## src/rtl/servo_pulse_decoder.sv

```systemverilog
// Hobby-servo PWM receiver: measures each high pulse on srv_i and returns an
// N-bit position, flags short/overrange pulses and tracks frame-stream lock.
module servo_pulse_decoder #(
    parameter int unsigned CLK_PER_NS       = 40,
    parameter int unsigned N                = 8,
    parameter int unsigned STEP_NS          = 3920,
    parameter int unsigned FRAME_TIMEOUT_MS = 25
) (
    input  logic         clk_i,
    input  logic         rst_i,
    input  logic         en_i,
    input  logic         srv_i,
    output logic [N-1:0] position_o,
    output logic         valid_o,
    output logic         err_o,
    output logic         locked_o
);

    localparam int unsigned MS_CYC    = 1000000 / CLK_PER_NS;
    localparam int unsigned STEP_DIV  = STEP_NS / CLK_PER_NS;
    localparam int unsigned STEP_CYC  = (STEP_DIV == 0) ? 1 : STEP_DIV;
    localparam int unsigned MS_W      = $clog2(MS_CYC + 1);
    localparam int unsigned PSC_W     = $clog2(STEP_CYC + 1);
    localparam int unsigned TMO_W     = $clog2(FRAME_TIMEOUT_MS + 1);
    // The last base cycle already counts as the first step cycle.
    localparam int unsigned PSC_INIT  = (STEP_CYC == 1) ? 0 : 1;
    localparam int unsigned STEP_INIT = (STEP_CYC == 1) ? 1 : 0;

    typedef enum logic [2:0] {S_ARM, S_LOW, S_BASE, S_STEP, S_HIGH} state_t;

    state_t             state, state_d;
    logic               s1, s2, s3;
    logic               rise, fall;
    logic [MS_W-1:0]    cyc_cnt, cyc_d;
    logic [PSC_W-1:0]   psc, psc_d;
    logic [N-1:0]       step_cnt, step_d;
    logic [MS_W-1:0]    ms_psc, ms_psc_d;
    logic [TMO_W-1:0]   ms_cnt, ms_cnt_d;
    logic [N-1:0]       pos_d;
    logic               valid_d, err_d, locked_d;
    logic               step_wrap;

    assign rise      = s2 & ~s3;
    assign fall      = ~s2 & s3;
    assign step_wrap = (psc == PSC_W'(STEP_CYC - 1));

    // Synchroniser resets high so a pulse in progress at release is never seen as a rise.
    always_ff @(posedge clk_i) begin
        if (rst_i) begin
            s1         <= 1'b1;
            s2         <= 1'b1;
            s3         <= 1'b1;
            state      <= S_ARM;
            cyc_cnt    <= '0;
            psc        <= '0;
            step_cnt   <= '0;
            ms_psc     <= '0;
            ms_cnt     <= '0;
            position_o <= '0;
            valid_o    <= 1'b0;
            err_o      <= 1'b0;
            locked_o   <= 1'b0;
        end else begin
            s1         <= srv_i;
            s2         <= s1;
            s3         <= s2;
            state      <= state_d;
            cyc_cnt    <= cyc_d;
            psc        <= psc_d;
            step_cnt   <= step_d;
            ms_psc     <= ms_psc_d;
            ms_cnt     <= ms_cnt_d;
            position_o <= pos_d;
            valid_o    <= valid_d;
            err_o      <= err_d;
            locked_o   <= locked_d;
        end
    end

    always_comb begin
        state_d  = state;
        cyc_d    = cyc_cnt;
        psc_d    = psc;
        step_d   = step_cnt;
        ms_psc_d = ms_psc;
        ms_cnt_d = ms_cnt;
        pos_d    = position_o;
        valid_d  = 1'b0;
        err_d    = 1'b0;
        locked_d = locked_o;

        // Frame timeout: ms prescaler plus saturating ms counter, restarted by every rise.
        if (state == S_ARM || rise) begin
            ms_psc_d = '0;
            ms_cnt_d = '0;
        end else if (ms_psc == MS_W'(MS_CYC - 1)) begin
            ms_psc_d = '0;
            if (ms_cnt != TMO_W'(FRAME_TIMEOUT_MS)) ms_cnt_d = ms_cnt + 1'b1;
            if (ms_cnt == TMO_W'(FRAME_TIMEOUT_MS - 1)) locked_d = 1'b0;
        end else begin
            ms_psc_d = ms_psc + 1'b1;
        end

        case (state)
            S_ARM: if (!s2) state_d = S_LOW;
            S_LOW: begin
                if (rise) begin
                    cyc_d   = '0;
                    state_d = S_BASE;
                end
            end
            S_BASE: begin
                cyc_d = cyc_cnt + 1'b1;
                if (fall) begin
                    // A fall on the final base cycle is exactly 1 ms: position 0.
                    if (cyc_cnt == MS_W'(MS_CYC - 1)) begin
                        pos_d    = '0;
                        valid_d  = 1'b1;
                        locked_d = 1'b1;
                    end else begin
                        err_d = 1'b1;
                    end
                    state_d = S_LOW;
                end else if (cyc_cnt == MS_W'(MS_CYC - 1)) begin
                    psc_d   = PSC_W'(PSC_INIT);
                    step_d  = N'(STEP_INIT);
                    state_d = S_STEP;
                end
            end
            S_STEP: begin
                if (step_wrap) begin
                    psc_d = '0;
                    if (step_cnt != '1) step_d = step_cnt + 1'b1;
                end else begin
                    psc_d = psc + 1'b1;
                end
                if (fall) begin
                    pos_d    = step_cnt;
                    valid_d  = 1'b1;
                    locked_d = 1'b1;
                    state_d  = S_LOW;
                end else if (step_cnt == '1 && step_wrap) begin
                    err_d   = 1'b1;
                    state_d = S_HIGH;
                end
            end
            S_HIGH: if (fall) state_d = S_LOW;
            default: state_d = S_ARM;
        endcase

        if (!en_i) begin
            state_d  = S_ARM;
            valid_d  = 1'b0;
            err_d    = 1'b0;
            locked_d = 1'b0;
            ms_psc_d = '0;
            ms_cnt_d = '0;
        end
    end

endmodule

```

## config.mk

```make
export PLATFORM = sky130hd
export DESIGN_NAME = servo_pulse_decoder
export DESIGN_NICKNAME = d
export VERILOG_FILES = /design/src/rtl/servo_pulse_decoder.sv
export SDC_FILE = /design/constraint.sdc
export NUM_CORES = 1
export LEC_CHECK = 0
export CAP_MARGIN = 10
export CELL_PAD_IN_SITES_DETAIL_PLACEMENT = 0
export CELL_PAD_IN_SITES_GLOBAL_PLACEMENT = 2
export CORE_UTILIZATION = 37
export CTS_CLUSTER_DIAMETER = 50
export CTS_CLUSTER_SIZE = 30
export DETAILED_ROUTE_END_ITERATION = 16
export PLACE_DENSITY = 0.83
export SETUP_SLACK_MARGIN = 0.1
export SYNTH_ARGS = -nofsm -noshare
export SYNTH_HDL_FRONTEND = slang
export SYNTH_SLANG_ARGS = --single-unit
```

## constraint.sdc

```tcl
create_clock -name clk_i -period 2.6 [get_ports clk_i]
set_input_delay 0.78 -clock clk_i [delete_from_list [all_inputs] [get_ports clk_i]]
set_output_delay 0.78 -clock clk_i [all_outputs]
set_load 0.005 [all_outputs]
```

==> metrics.md <==
| Metric | Value |
|---|---|
| Run status | `completed` |
| Type of the most critical hold path | `flop to flop` |
| Worst Path Required | `2.88 ns` |
| CP Data Arrival Time | `around 2.4 ns` |
| CTS Buf Count | `9` |
| CP Max Fanout | `7` |
| Via count of the first global-routing pass | `2,491` |
| Final nets | `422` |
| Final hold slack | `0.421 ns` |
| RSZ-0062 raised after global routing | `false` |
| Xor/xnor share of the synthesized area | `approximately 5.4%` |
| Flip-flop and latch area | `between 1000 and 1500 um^2` |
| Cell type with the highest aggregate area in the netlist | `sky130_fd_sc_hd__dfxtp_1` |
| Endpoint type of the worst setup path | `flop` |
| Ys Warns | `0` |
| Total overflow reported by the global router | `0` |
| Post-detail-place hpwl | `roughly 5.0 mm` |
| Cell with the most instances after synthesis | `sky130_fd_sc_hd__dfxtp_1` |
| Core Box Area | `8340 um^2` |
| Critical path start-end classification | `flop to flop` |
| End-of-flow core utilization | `between 40% and 50%` |
| Die width | `about 96 um` |
| Simple-gate area share of the yosys netlist | `32.9%` |
| Normalized max-slew margin | `50.9%` |
| Clock slew at reported path FFs | `~0.08 ns` |
| Initial cell density of the core | `about two fifths` |
| Max Clock Freq | `0.462 GHz` |
| Die Outline Area | `about 9200 um^2` |
| Compound-gate portion of the synthesized area | `13.6%` |
| Multiplexer area fraction after synthesis | `0.617%` |
| Final Max Slew Viols | `0` |
| Row count | `33` |
| Root buf cell | `sky130_fd_sc_hd__clkbuf_8` |
| Commonest cells in the netlist | `sky130_fd_sc_hd__dfxtp_1 (67), sky130_fd_sc_hd__nor2_1 (44), sky130_fd_sc_hd__nand2_1 (35)` |
| Wire length of the first global-routing pass | `approximately 12 mm` |
| Post-synthesis register bit count | `between 60 and 70` |
| Maximum clock path buffer count | `2` |
| Avg Inst Size Synth | `~8.4 um^2` |
| Weighted congestion reported at the end of routability-driven placement | `about 0.77` |
| Worst IR Drop VDD | `approximately 0.24 mV` |
| Post-DR vias/cell | `roughly 5.3` |
| Fill cell count | `860` |
| Number of inserted diodes | `0` |
| Remaining antenna violation count after routing | `0` |
| Routed wire length | `around 7.1 mm` |
| Worst-margin pin slew | `~0.73 ns` |
| Fin Clk Skew | `between 0.01 and 0.015 ns` |
| Combined area of the multi-input logic cells | `between 1500 and 2000 um^2` |
| Global-route usage over all layers | `between 15 and 20%` |
| Gates resized, CTS repair | `0` |
| Final hold violation count | `0` |
| Synthesized netlist cell count | `388` |
| # Max-Cap Violations | `0` |
| Unique masters post-synth | `55` |
| Number of search-and-repair iterations in the first detailed-routing pass | `4` |
| Mean routed wirelength per cell | `about 14 um` |
| H-tree depth | `3` |
| Count of clock tree sinks | `67` |
| Area growth syn-to-layout | `15.5%` |
| Antenna violations before repair | `0` |
| Worst Setup Start Kind | `flop` |
| Crit path time final | `between 2 and 2.5 ns` |
| Sequential element share of the synthesized area | `between 40% and 50%` |
| Area share of the largest cell type after synthesis | `41.3%` |
| Post-route DRC | `0` |
| IO Count | `15` |
| Main combinational cell family by area after synthesis | `simple AND/OR/NAND/NOR gates` |
| Setup TNS | `0 ns` |
| Proportion of synthesized flip-flops having asynchronous set or reset | `0%` |
| Areal power density over the cells | `roughly 520 nW/um^2` |
| Final period utilization | `a little over four fifths` |
| Source-to-sink clock delay at the later pin of the worst-skew pair | `about 0.34 ns` |
| Leakage power | `1.20 nW` |
| Area of the mapped netlist | `3250 um^2` |
| Number of enable-type register cells in the synthesized netlist | `0` |
| Pin count of the biggest net entering global routing | `40` |
| Fraction of final layout cells sized beyond drive strength 1 | `a little under an eighth` |
| IO buf count | `14` |
| Number of hold-repair buffers added at the cts stage | `0` |
| Leading post-synthesis cells by cell area | `sky130_fd_sc_hd__dfxtp_1 (41%), sky130_fd_sc_hd__a21oi_1 (5.1%), sky130_fd_sc_hd__nor2_1 (5.1%)` |
| Post-synth top flop | `sky130_fd_sc_hd__dfxtp_1` |
| Post CTS Setup Buffer Count | `0` |
| Share of synthesized cell area in full adder, half adder and majority cells | `3.08%` |
| Overall die height | `around 96 um` |
| Post-synth net total | `400` |
| # setup viols final | `0` |
| Overall via count from detail_route | `2,776` |
| Initial detailed-routing violation count | `144` |
| TritonCTS clock tree | `yes` |
final timing paths:
path	startpoint	end	slack [ns]	cells after the start
worst max-delay path	cyc_cnt[10]$_SDFFE_PP0P_	step_cnt[7]$_SDFFE_PP0P_	0.44	5
worst min register to register	s1$_SDFF_PP1_	s2$_SDFF_PP1_	0.42	1
worst min-delay path	s1$_SDFF_PP1_	s2$_SDFF_PP1_	0.42	1
worst max register to register	cyc_cnt[10]$_SDFFE_PP0P_	step_cnt[7]$_SDFFE_PP0P_	0.44	5
cell usage in the layout (no fill, tap or decap), types with 3 or more instances in the layout:
| cell | instances |
|---|---|
| sky130_fd_sc_hd__nand4_1 | 16 |
| sky130_fd_sc_hd__nand4b_1 | 6 |
| sky130_fd_sc_hd__clkdlybuf4s50_1 | 14 |
| sky130_fd_sc_hd__nand3_1 | 29 |
| sky130_fd_sc_hd__nor2_1 | 44 |
| sky130_fd_sc_hd__or3_1 | 3 |
| sky130_fd_sc_hd__a311oi_1 | 5 |
| sky130_fd_sc_hd__xor2_1 | 10 |
| sky130_fd_sc_hd__a211oi_1 | 3 |
| sky130_fd_sc_hd__nand2b_1 | 7 |
| sky130_fd_sc_hd__nor4_1 | 4 |
| sky130_fd_sc_hd__inv_1 | 5 |
| sky130_fd_sc_hd__xnor2_1 | 10 |
| sky130_fd_sc_hd__nand2_1 | 35 |
| sky130_fd_sc_hd__nor2b_1 | 3 |
| sky130_fd_sc_hd__o21ai_0 | 9 |
| sky130_fd_sc_hd__and3_1 | 7 |
| sky130_fd_sc_hd__clkbuf_8 | 10 |
| sky130_fd_sc_hd__a21oi_1 | 33 |
| sky130_fd_sc_hd__ha_1 | 8 |
| sky130_fd_sc_hd__dfxtp_1 | 67 |
| sky130_fd_sc_hd__or2_2 | 9 |
| sky130_fd_sc_hd__a31oi_1 | 5 |
| sky130_fd_sc_hd__nor3_1 | 13 |
| sky130_fd_sc_hd__buf_4 | 16 |
power by group:
part | switching, mW | internal (mW)
clock network | 0.397 | 0.468
registers | 0.00172 | 1.03
logic | 0.0273 | 0.0158
layout make-up:
cell class,count,area share (%)
Inverter,5,0.500
Clock inverter,4,1.33
Clock buffer,12,3.87
Tap cell,105,3.50
Timing Repair Buffer,30,6.94
Sequential cell,67,35.8
Multi-Input combinational cell,297,48.1
per-layer routing:
metal	up-vias	track usage, %	routed length [um]
met1	1302	21.0	3440
met4	0	5.60	55
met2	27	27.8	3420
met3	4	4.78	203
met5	-	0	0
li1	1443	-	-
metrics by stage:
step           worst slack [ns]  instance area [um^2]  power (mW)  cells
2_1_floorplan             0.357                  3250        1.08    388
3_3_place_gp              0.163                  3560        1.10    504
3_5_place_dp              0.150                  3560        1.10    504
4_1_cts                   0.403                  3750        1.97    520
5_1_grt                   0.272                  3750        2.02    520
6_report                  0.436                  3750        1.94    520
flip-flops by register name, indices dropped and copies added (netlist names):
register	cells
err_o	1
cyc_cnt	15
locked_o	1
ms_cnt	5
step_cnt	8
s3	1
psc	7
s2	1
ms_psc	15
s1	1
position_o	8
valid_o	1
state	3
worst max-delay path, stage by stage, from the launching register on:
cell	delay, ns
sky130_fd_sc_hd__dfxtp_1	0.36
sky130_fd_sc_hd__or4b_1	0.58
sky130_fd_sc_hd__nor4_4	0.47
sky130_fd_sc_hd__nand3_1	0.29
sky130_fd_sc_hd__a21oi_2	0.22
sky130_fd_sc_hd__mux2i_1	0.18
cells by family (layout without fill, tap and decap cells):
group	count (synthesis)	count (layout)
fa+ha+maj	8	8
buf+inv	24	51
flops	67	67
xor+xnor	20	20
simple gates	196	196
mux	2	2
compound gates	71	71
(Power assumes the default switching activity.)
